[src/rtl/fetch_prefetch.sv]
// fetch_prefetch: multi-request instruction fetch stage. It keeps up to
// MaxOutstanding reads in flight and queues responses in a Depth-entry
// PC+instruction FIFO. A redirect from MEM flushes the FIFO and discards the
// responses to requests that are still in flight.
module fetch_prefetch #(
  parameter int unsigned     Xlen           = 32,
  parameter int unsigned     Ilen           = 32,
  parameter int unsigned     Depth          = 4,
  parameter int unsigned     MaxOutstanding = 2,
  parameter logic [Xlen-1:0] ResetPc        = '0
) (
  input  logic            clk_i,
  input  logic            rst_i,
  input  logic            control_hazard_i,
  input  logic [Xlen-1:0] pc_target_i,
  input  logic            mem_ready_i,
  output logic            mem_valid_o,
  output logic [Xlen-1:0] mem_addr_o,
  input  logic [Xlen-1:0] mem_rdata_i,
  input  logic            mem_rvalid_i,
  input  logic            inst_ready_i,
  output logic            inst_valid_o,
  output logic [Xlen-1:0] inst_pc_o,
  output logic [Ilen-1:0] inst_data_o
);

  localparam int unsigned     PtrW    = $clog2(Depth);
  localparam int unsigned     CntW    = PtrW + 1;
  localparam logic [CntW:0]   DepthC  = (CntW + 1)'(Depth);
  localparam logic [CntW-1:0] MaxOutC = CntW'(MaxOutstanding);
  localparam logic [Xlen-1:0] Step    = Xlen'(4);

  logic [Xlen-1:0] req_pc_q, req_pc_d;
  logic [Xlen-1:0] resp_pc_q, resp_pc_d;
  logic [CntW-1:0] out_q, out_d;
  logic [CntW-1:0] drop_q, drop_d;
  logic [CntW-1:0] count_q, count_d;
  logic [PtrW-1:0] rd_ptr_q, rd_ptr_d;
  logic [PtrW-1:0] wr_ptr_q, wr_ptr_d;

  logic [Xlen-1:0] fifo_pc_q   [Depth];
  logic [Ilen-1:0] fifo_data_q [Depth];

  logic [CntW:0] credit_used;
  logic          accept;
  logic          push;
  logic          pop;

  // Issue, response and output handshakes. Stale in-flight requests still
  // hold credit, so count + outstanding bounds the FIFO occupancy.
  always_comb begin
    credit_used  = {1'b0, count_q} + {1'b0, out_q};
    mem_valid_o  = !rst_i && !control_hazard_i && (out_q < MaxOutC) && (credit_used < DepthC);
    mem_addr_o   = req_pc_q;
    accept       = mem_valid_o && mem_ready_i;
    push         = mem_rvalid_i && !control_hazard_i && (drop_q == '0);
    inst_valid_o = !rst_i && (count_q != '0);
    pop          = inst_valid_o && inst_ready_i;
    inst_pc_o    = fifo_pc_q[rd_ptr_q];
    inst_data_o  = fifo_data_q[rd_ptr_q];
  end

  // Next-state for PCs, in-flight/drop counters and FIFO bookkeeping.
  always_comb begin
    req_pc_d  = req_pc_q;
    resp_pc_d = resp_pc_q;
    out_d     = out_q;
    drop_d    = drop_q;
    count_d   = count_q;
    rd_ptr_d  = rd_ptr_q;
    wr_ptr_d  = wr_ptr_q;
    if (control_hazard_i) begin
      // No accept can happen here, so every in-flight request not answered
      // this cycle becomes stale.
      req_pc_d  = pc_target_i;
      resp_pc_d = pc_target_i;
      count_d   = '0;
      rd_ptr_d  = '0;
      wr_ptr_d  = '0;
      drop_d    = out_q - CntW'(mem_rvalid_i);
      out_d     = out_q - CntW'(mem_rvalid_i);
    end else begin
      if (accept) begin
        req_pc_d = req_pc_q + Step;
      end
      case ({accept, mem_rvalid_i})
        2'b10:   out_d = out_q + CntW'(1);
        2'b01:   out_d = out_q - CntW'(1);
        default: out_d = out_q;
      endcase
      if (mem_rvalid_i && (drop_q != '0)) begin
        drop_d = drop_q - CntW'(1);
      end
      if (push) begin
        resp_pc_d = resp_pc_q + Step;
        wr_ptr_d  = wr_ptr_q + PtrW'(1);
      end
      if (pop) begin
        rd_ptr_d = rd_ptr_q + PtrW'(1);
      end
      case ({push, pop})
        2'b10:   count_d = count_q + CntW'(1);
        2'b01:   count_d = count_q - CntW'(1);
        default: count_d = count_q;
      endcase
    end
  end

  // Control state register with synchronous reset.
  always_ff @(posedge clk_i) begin
    if (rst_i) begin
      req_pc_q  <= ResetPc;
      resp_pc_q <= ResetPc;
      out_q     <= '0;
      drop_q    <= '0;
      count_q   <= '0;
      rd_ptr_q  <= '0;
      wr_ptr_q  <= '0;
    end else begin
      req_pc_q  <= req_pc_d;
      resp_pc_q <= resp_pc_d;
      out_q     <= out_d;
      drop_q    <= drop_d;
      count_q   <= count_d;
      rd_ptr_q  <= rd_ptr_d;
      wr_ptr_q  <= wr_ptr_d;
    end
  end

  // FIFO storage; contents need no reset since count gates visibility.
  always_ff @(posedge clk_i) begin
    if (push) begin
      fifo_pc_q[wr_ptr_q]   <= resp_pc_q;
      fifo_data_q[wr_ptr_q] <= mem_rdata_i[Ilen-1:0];
    end
  end

  a_rvalid_with_outstanding: assert property (
    @(posedge clk_i) disable iff (rst_i) mem_rvalid_i |-> (out_q != '0));

  a_target_aligned: assert property (
    @(posedge clk_i) disable iff (rst_i) control_hazard_i |-> (pc_target_i[1:0] == 2'b00));

endmodule
[config.mk]
export PLATFORM = sky130hd
export DESIGN_NAME = fetch_prefetch
export DESIGN_NICKNAME = d
export VERILOG_FILES = /design/src/rtl/fetch_prefetch.sv
export SDC_FILE = /design/constraint.sdc
export NUM_CORES = 1
export LEC_CHECK = 0
export CORE_MARGIN = 4
export CORE_UTILIZATION = 56
export DETAILED_ROUTE_END_ITERATION = 10
export GPL_TIMING_DRIVEN = 0
export PLACE_DENSITY_LB_ADDON = 0.3
export SLEW_MARGIN = 5
export SYNTH_ARGS = -nofsm -noshare
export SYNTH_HDL_FRONTEND = slang
export SYNTH_SLANG_ARGS = --single-unit
[constraint.sdc]
create_clock -name clk_i -period 4.5 [get_ports clk_i]
set_clock_uncertainty 0.1 [all_clocks]
set_input_delay 0.9 -clock clk_i [delete_from_list [all_inputs] [get_ports clk_i]]
set_output_delay 0.9 -clock clk_i [all_outputs]
set_load 0.01 [all_outputs]
Word-level counts from Yosys, hierarchy flattened
Memory sizes are Yosys's and may differ from the RTL's. A register that Yosys moved wholly into a read port is not among the register bits.
Index checks and enable logic that the tools add are counted.
- register bits: 77
- bits in latches: 0
- RAM bits: 256
- memory bits (read-only): 0
- input bits: 70
- output and inout port bits: 98
- word-level logic and storage cells: 61
- memories: 2
- add/subtract/negate cells: 11
- multipliers: 0
- divide/modulo/power cells: 0
- $lt $le $gt $ge: 2
- equality and inequality tests: 4
- shifts and indexed selects: 0
- mux-type cells: 15
- bitwise operators: 0
- reduce and logical (&&, ||, !) cells: 20
- memory list (name ; words ; width ; read ports ; clocked after memory_dff ; write ports ; RTL line ; text):
    fifo_data_q ; 4 ; 32 ; 1 ; 1 ; 1 ; 42 ; logic [Ilen-1:0] fifo_data_q [Depth];
    fifo_pc_q ; 4 ; 32 ; 1 ; 1 ; 1 ; 41 ; logic [Xlen-1:0] fifo_pc_q [Depth];
- operators with widths (kind ; number):
    $mux 32 ; 4
    $add 32x3->32 const B ; 2
    $pmux 3 s2 ; 2
    $logic_and 1x1->1 ; 9
    $mux 3 ; 3
    $reduce_bool 3->1 ; 3
    $sub 3x1->3 const B ; 3
    $mux 2 ; 4
    $reduce_bool 2->1 ; 4
    $add 3x1->3 const B ; 2
    $add 2x1->2 const B ; 2
    $add 3x3->4 ; 1
    $eq 2x1->1 const B ; 2
    $eq 2x2->1 const B ; 2
    $lt 4x3->1 const B ; 1
    $logic_not 3->1 ; 1
    $lt 3x2->1 const B ; 1
    $sub 3x1->3 ; 1
    $logic_not 1->1 ; 2
    $mux 1 ; 2
    $reduce_or 2->1 ; 1

Depth between registers and ports, before layout
Gate-level depths: netlist of run 1.
- depth after elaboration: 8
- depth in mapped cells: 11
- depth with buffers taken out: 11

Least setup slack after synthesis of run 1
Ideal clock, no wire load.
- path type: input port to flip-flop
- start: in control_hazard_i
- end: mem fifo_data_q[0][0], enable pin
- arrival: 3.360 ns
- data required time: 3.971 ns
- slack: 0.611 ns
- stages on the path: 5
- path through: clkbuf_1 -> clkinv_1 -> clkbuf_1 -> buf_1 -> and3_1
- word-level cells in the longest chain between the ends: 5
- ends and longest elaborated chain (item ; RTL line ; text):
    from (decl) ; 14 ; input logic control_hazard_i,
    $logic_not 1->1 ; 56 ; push = mem_rvalid_i && !control_hazard_i && (drop_q == '0);
    $logic_and 1x1->1 (2 in series) ; 56 ;
    $mux 1 ; 132 ; if (push) begin
    $mux 1 (not written as such) ; 134 ; fifo_data_q[wr_ptr_q] <= mem_rdata_i[Ilen-1:0];
    to (decl) ; 42 ;
No other way between the ends.

Final worst setup path of run 1
- start: in rst_i
- end: out mem_valid_o
- word-level cells in the longest chain between the ends: 4
- ends and longest elaborated chain (item ; RTL line ; text):
    from (decl) ; 13 ; input logic rst_i,
    $logic_not 1->1 ; 53 ; mem_valid_o = !rst_i && !control_hazard_i && (out_q < MaxOutC) && (credit_used < DepthC);
    $logic_and 1x1->1 (3 in series) ; 53 ;
    to (decl) ; 17 ; output logic mem_valid_o,
No other way between the ends.

==> results.txt, run 1 <==
path depth of the worst reg2reg path = 11
max-cap violations = 0
CP Class = primary input to primary output
remaining antenna violation count = 0
final worst-path cycle share = 95.35%
Placement Cell Area = 15850 um^2
gr usage total = 23.16%
grt total ovfl = 0
hold-fix buffers at CTS = 0
status = finished clean
CP Capture Type = primary output
sequential fraction of the synthesis area = 67.89%
WP data required = 3.50 ns
global-route wire length before repair = 47980 um
Mapped Area = 13650 um^2
WL per Instance = 21.33 um
Cells after Synth = 885
Nets = 1178
ratio of cells with drive above 1 in the final layout = 12.60%
GPL Wtd Cong = 0.9149
Pwr Density = 400.0 nW/um^2
slowest library cell on the worst path = clkdlybuf4s50_1
Crit. path cell count = 6
Initial Utilization = 57.47%
post-synth top area share = 56.31%
cell chain of the critical path = clkdlybuf4s50_1 -> clkbuf_1 -> or2_2 -> clkbuf_1 -> nor4_1 -> clkdlybuf4s50_1
detailed-route via count = 8608
Worst-path clk slew = 0.06 ns
Post-synth EDFFs = 256
First-pass DRT Iterations = 5
I/O Pins = 168
crit-path max FO = 10
die height = 164.1 um
Worst setup SP type = primary input
async set-reset flop share out of synthesis = 0%
hold slack = 0.4102 ns
latest clock arrival within the worst-skew pair = 0.50 ns
Slew @ Worst Pin = 1.044 ns
CP arrival = 3.29 ns
syn avg cell area = 15.43 um^2
DP HPWL = 20280 um
Vias/cell = 5.986
largest net degree at the start of global routing = 53
DRC = 0
final setup fails = 0
Place WS = 0.1076 ns
clock root cell = clkbuf_16
Filler cells = 1536
die area = 26940 um^2
drt total wl = 30670 um
WHS Path Cells = 2
Crit path largest cell delay = 0.61 ns
Syn Nets = 970
htree depth = 2
top post-synthesis cells by area = edfxtp_1, dfxtp_1, mux4_2, xnor2_1, nand4_1
Post-CTS Resized = 0
Finished Cell Area = 16970 um^2
Yosys reg bits = 335
DR iter-0 viols = 816
Core Area = 23750 um^2
vias in the first global route = 8563
# clock sinks = 335
min-delay src = mem_addr_o[1]
setup bufs post-CTS = 0
reg2reg start = drop_q[0]
R2R Path End = count_q[2]
number of antenna violations at the first check in global routing = 0
Tot Pwr = 0.006789 W
HP Class = flip-flop to flip-flop
Hold EP = mem_addr_o[1]
CTS tree = yes
Final Util = 71.46%
antenna diode count = 0
row count = 56
count of buffers from port buffering = 167
Static Leak = 5.465 nW
pins over their slew limit = 0
Cell variety after synth = 58
worst path buffer plus inverter count = 4
minimum clock period after layout = 4.291 ns
final hold violations = 0
Crit path max-delay family = buffers and inverters
CP Launch Point = rst_i
Primary FF master, synth = edfxtp_1
Clock Tree Buf Depth = 3
Yosys top cell by area = edfxtp_1
Die Width = 164.1 um
Peak Freq = 233.1 MHz
Yosys warning count = 0
CTS Buf Count = 35
Max transition margin = 29.88%
setup ws final = 0.2094 ns
Area growth, synth to finish = 24.33%
setup slack, reg-to-reg = 1.59 ns
maximum VDD drop = 297.3 uV
cell type report:
cell class              count  area [um^2]  area share, %
repair buffers            171         1782          10.50
flip-flops and latches    335         9269          54.61
clock inverters            21        151.4         0.8919
plain buffers              46        188.9          1.113
multi-input cells         476         4114          24.24
inverters                  28        105.1         0.6192
well taps                 319        399.1          2.351
clock buffers              42        964.7          5.683
worst max path at each step:
stage	endpoint	slack (ns)
finish	mem_valid_o	0.21
global route	inst_pc_o[9]	-0.0004
CTS	inst_valid_o	0.07
detailed placement	inst_valid_o	0.11
global placement	fifo_data_q[0][5]	-1.45
floorplan	fifo_data_q[0][0]	0.61
synth_stat cells, types with 2 or more instances:
master    instances
mux2_2            6
nand2_1          51
nor3_1           22
a311oi_1          2
nor2b_1           2
ha_1             13
xnor2_1          31
o31a_1            3
and3_1           14
nand4b_1          3
nor2_1           41
a21oi_1          34
and4_1            7
mux2i_1           3
or2_2             2
or3_1             3
buf_1            15
nand2b_1          3
nor3b_1           2
and2_1            4
nand4_1          32
dfxtp_1          79
or4_4             2
a211oi_1          9
a21boi_0         16
o211ai_1          4
buf_2             3
xor2_1           10
inv_1            27
o21bai_1          2
o21ai_0          15
a31oi_1          13
nor4_1           13
nand3b_1          4
fa_1              2
clkbuf_1         27
nand3_1          20
o21a_1            6
or4_1             3
edfxtp_1        256
mux4_2           64
worst min-delay path, stage by stage, from the launching register on:
cell,delay (ns)
dfxtp_1,0.33
nand2_1,0.08
a21oi_1,0.06
layer usage:
metal | track usage [%] | routed length, um | vias up
li1 | - | - | 3908
met1 | 32.99 | 12870 | 4248
met2 | 37.43 | 14530 | 397
met3 | 4.191 | 2587 | 55
met4 | 6.176 | 688 | 0
met5 | 0 | 0 | -
sequential cells by signal (all words and copies together), names as in the netlist, named ones only:
register and flops:
fifo_data_q 128, count_q 3, rd_ptr_q 2, drop_q 3, resp_pc_q 32, wr_ptr_q 2
out_q 3, mem_addr_o 32, fifo_pc_q 128
cell families after synthesis:
| family | Yosys count | synth area share, % |
|---|---|---|
| AO/OA/AOI/OAI | 112 | 5.288 |
| flip-flops | 335 | 67.89 |
| AND/OR/NAND/NOR | 235 | 9.312 |
| buffers and inverters | 74 | 2.117 |
| adder cells (fa/ha/maj) | 15 | 1.485 |
| multiplexers | 73 | 11.27 |
| XOR/XNOR | 41 | 2.630 |
where the power goes:
group / leakage [nW] / switching, W / internal [W]
sequential: 2.99 / 0.0000854 / 0.00342
clock: 0.539 / 0.00113 / 0.00164
combinational: 1.93 / 0.000255 / 0.000259
cell usage in the layout, fill, tap and decap left out, drive strengths merged, types with 6 or more instances in the layout:
cell type / count
a211oi: 10
a21boi: 16
a21oi: 34
a31oi: 13
and3: 14
and4: 7
buf: 20
clkbuf: 72
clkdlybuf4s50: 167
clkinv: 17
dfxtp: 79
edfxtp: 256
ha: 13
inv: 28
mux2: 6
mux4: 64
nand2: 51
nand3: 20
nand4: 32
nor2: 41
nor3: 22
nor4: 15
o21a: 6
o21ai: 15
xnor2: 31
xor2: 10
per-stage QoR:
step           setup TNS [ns]  instances
2_1_floorplan               0        885
3_3_place_gp          -358.23       1371
3_5_place_dp                0       1375
4_1_cts                     0       1438
5_1_grt            -0.0003539       1438
6_report                    0       1438
(Power assumes the default switching activity.)
==> run 2: changes to the inputs <==
--- a/config.mk
+++ b/config.mk
@@ -5,6 +5,7 @@
 export SDC_FILE = /design/constraint.sdc
 export NUM_CORES = 1
 export LEC_CHECK = 0
+export CORE_ASPECT_RATIO = 2
 export CORE_MARGIN = 4
 export CORE_UTILIZATION = 56
 export DETAILED_ROUTE_END_ITERATION = 10
==> results.txt, run 2 (synthesized netlist as in run 1, its figures left out) <==
status = finished clean
Finished Layout Cells = 1391
antenna diode count = 0
Hold EP = mem_addr_o[1]
WP data required = 3.50 ns
grt total ovfl = 0
Nets = 1170
latest clock arrival within the worst-skew pair = 0.54 ns
maximum VDD drop = 297.5 uV
path depth of the worst reg2reg path = 7
Pwr Density = 381.4 nW/um^2
slowest library cell on the worst path = clkdlybuf4s50_1
number of antenna violations at the first check in global routing = 0
ratio of cells with drive above 1 in the final layout = 12.59%
setup slack, reg-to-reg = 1.46 ns
Core Area = 23920 um^2
Slew @ Worst Pin = 0.9446 ns
max-cap violations = 0
pins over their slew limit = 0
min-delay src = mem_addr_o[1]
Initial Utilization = 57.07%
CTS Buf Count = 27
drt total wl = 31180 um
GPL Wtd Cong = 0.9094
DR iter-0 viols = 607
DP HPWL = 22160 um
row count = 80
Peak Freq = 235.5 MHz
hold slack = 0.3889 ns
cell chain of the critical path = clkdlybuf4s50_1 -> clkbuf_1 -> clkbuf_2 -> buf_1 -> nor2_1 -> clkdlybuf4s50_1
Worst setup SP type = primary input
total placed cells including tap cells = 1343
final hold violations = 0
Area growth, synth to finish = 22.24%
Tot Pwr = 0.006366 W
I/O Pins = 168
die height = 228.8 um
# clock sinks = 335
most frequent CP cell = clkdlybuf4s50_1
Max transition margin = 36.50%
CP Capture Type = primary output
largest net degree at the start of global routing = 54
most frequent cells in the layout = edfxtp_1, clkdlybuf4s50_1, dfxtp_1, mux4_2, nand2_1
Clock Tree Buf Depth = 3
Worst-path clk slew = 0.07 ns
global-route wire length before repair = 48790 um
most common cell after layout, fill and taps aside = edfxtp_1
remaining antenna violation count = 0
vias in the first global route = 8943
clock root cell = clkbuf_16
die area = 27090 um^2
detailed-route via count = 8417
First-pass DRT Iterations = 5
final worst-path cycle share = 94.37%
final setup fails = 0
gr usage total = 23.17%
WHS Path Cells = 2
crit-path max FO = 10
CTS tree = yes
Crit path largest cell delay = 0.50 ns
minimum clock period after layout = 4.247 ns
Vias/cell = 6.051
CP arrival = 3.25 ns
count of buffers from port buffering = 167
R2R Path End = mem_addr_o[21]
CP Class = primary input to primary output
WL per Instance = 22.41 um
RSZ-0062 raised after global routing = yes
Die Width = 118.4 um
biggest regs = fifo_data_q x128, fifo_pc_q x128
htree depth = 1
DRC = 0
Static Leak = 5.343 nW
HP Class = flip-flop to flip-flop
reg2reg start = count_q[2]
[run 2: cell type report]
cell class	instances	area, um^2
multi-input cells	476	4119
fillers	1657	7234
inverters	28	105.1
plain buffers	46	191.4
well taps	287	359.1
flip-flops and latches	335	9269
repair buffers	171	1759
clock inverters	17	175.2
clock buffers	31	710.7
[run 2: worst max path at each step]
stage               slack [ns]  cells after the start        startpoint            endpoint
global placement         -1.57                      6  control_hazard_i  fifo_data_q[0][13]
floorplan                 0.61                      5  control_hazard_i   fifo_data_q[0][0]
detailed placement        0.08                      6             rst_i        inst_valid_o
global route             0.009                      4         flip-flop     inst_data_o[15]
CTS                       0.06                      6             rst_i        inst_valid_o
finish                    0.25                      6             rst_i        inst_valid_o
[run 2: through the flow]
stage / setup slack (ns) / setup TNS [ns] / util (%) / instance area, um^2
2_1_floorplan: 0.6109 / 0 / - / 13650
3_3_place_gp: -1.573 / -394.99 / 65.55 / 15680
3_5_place_dp: 0.08250 / 0 / 66.00 / 15790
4_1_cts: 0.06099 / 0 / 69.71 / 16680
5_1_grt: 0.009458 / 0 / 69.76 / 16690
6_report: 0.2533 / 0 / 69.76 / 16690
[run 2: layer usage]
layer	vias up	global-route usage, %	routed length (um)
met5	-	0	0
met4	0	12.91	1824
met3	97	2.600	1196
met2	272	43.27	17250
met1	4187	25.21	10910
li1	3861	-	-
[run 2: where the power goes]
part / total, W / leakage [nW] / switching (W) / internal, W
clock: 0.00235 / 0.419 / 0.00104 / 0.00131
sequential: 0.00350 / 2.99 / 0.0000812 / 0.00342
combinational: 0.000514 / 1.93 / 0.000256 / 0.000258
[run 2: repair_timing]
item	in CTS	in global routing
endpoints found under the setup margin	0	26
hold buffers	0	0
gates resized for setup	0	12
buffers inserted	0	0
endpoints found under the hold margin	0	0
[run 2: worst max-delay path, delay by kind of cell]
| family | cells | cell delay, ns |
|---|---|---|
| buffers and inverters | 5 | 2.23 |
| AND/OR/NAND/NOR | 1 | 0.11 |
==> run 3: changes to the inputs <==
--- a/config.mk
+++ b/config.mk
@@ -10,6 +10,7 @@
 export CORE_UTILIZATION = 56
 export DETAILED_ROUTE_END_ITERATION = 10
 export GPL_TIMING_DRIVEN = 0
+export HOLD_SLACK_MARGIN = 0.1
 export PLACE_DENSITY_LB_ADDON = 0.3
 export SLEW_MARGIN = 5
 export SYNTH_ARGS = -nofsm -noshare
==> results of run 3 <==
Same layout as run 2: the final DEF is identical, and so are final timing and power.
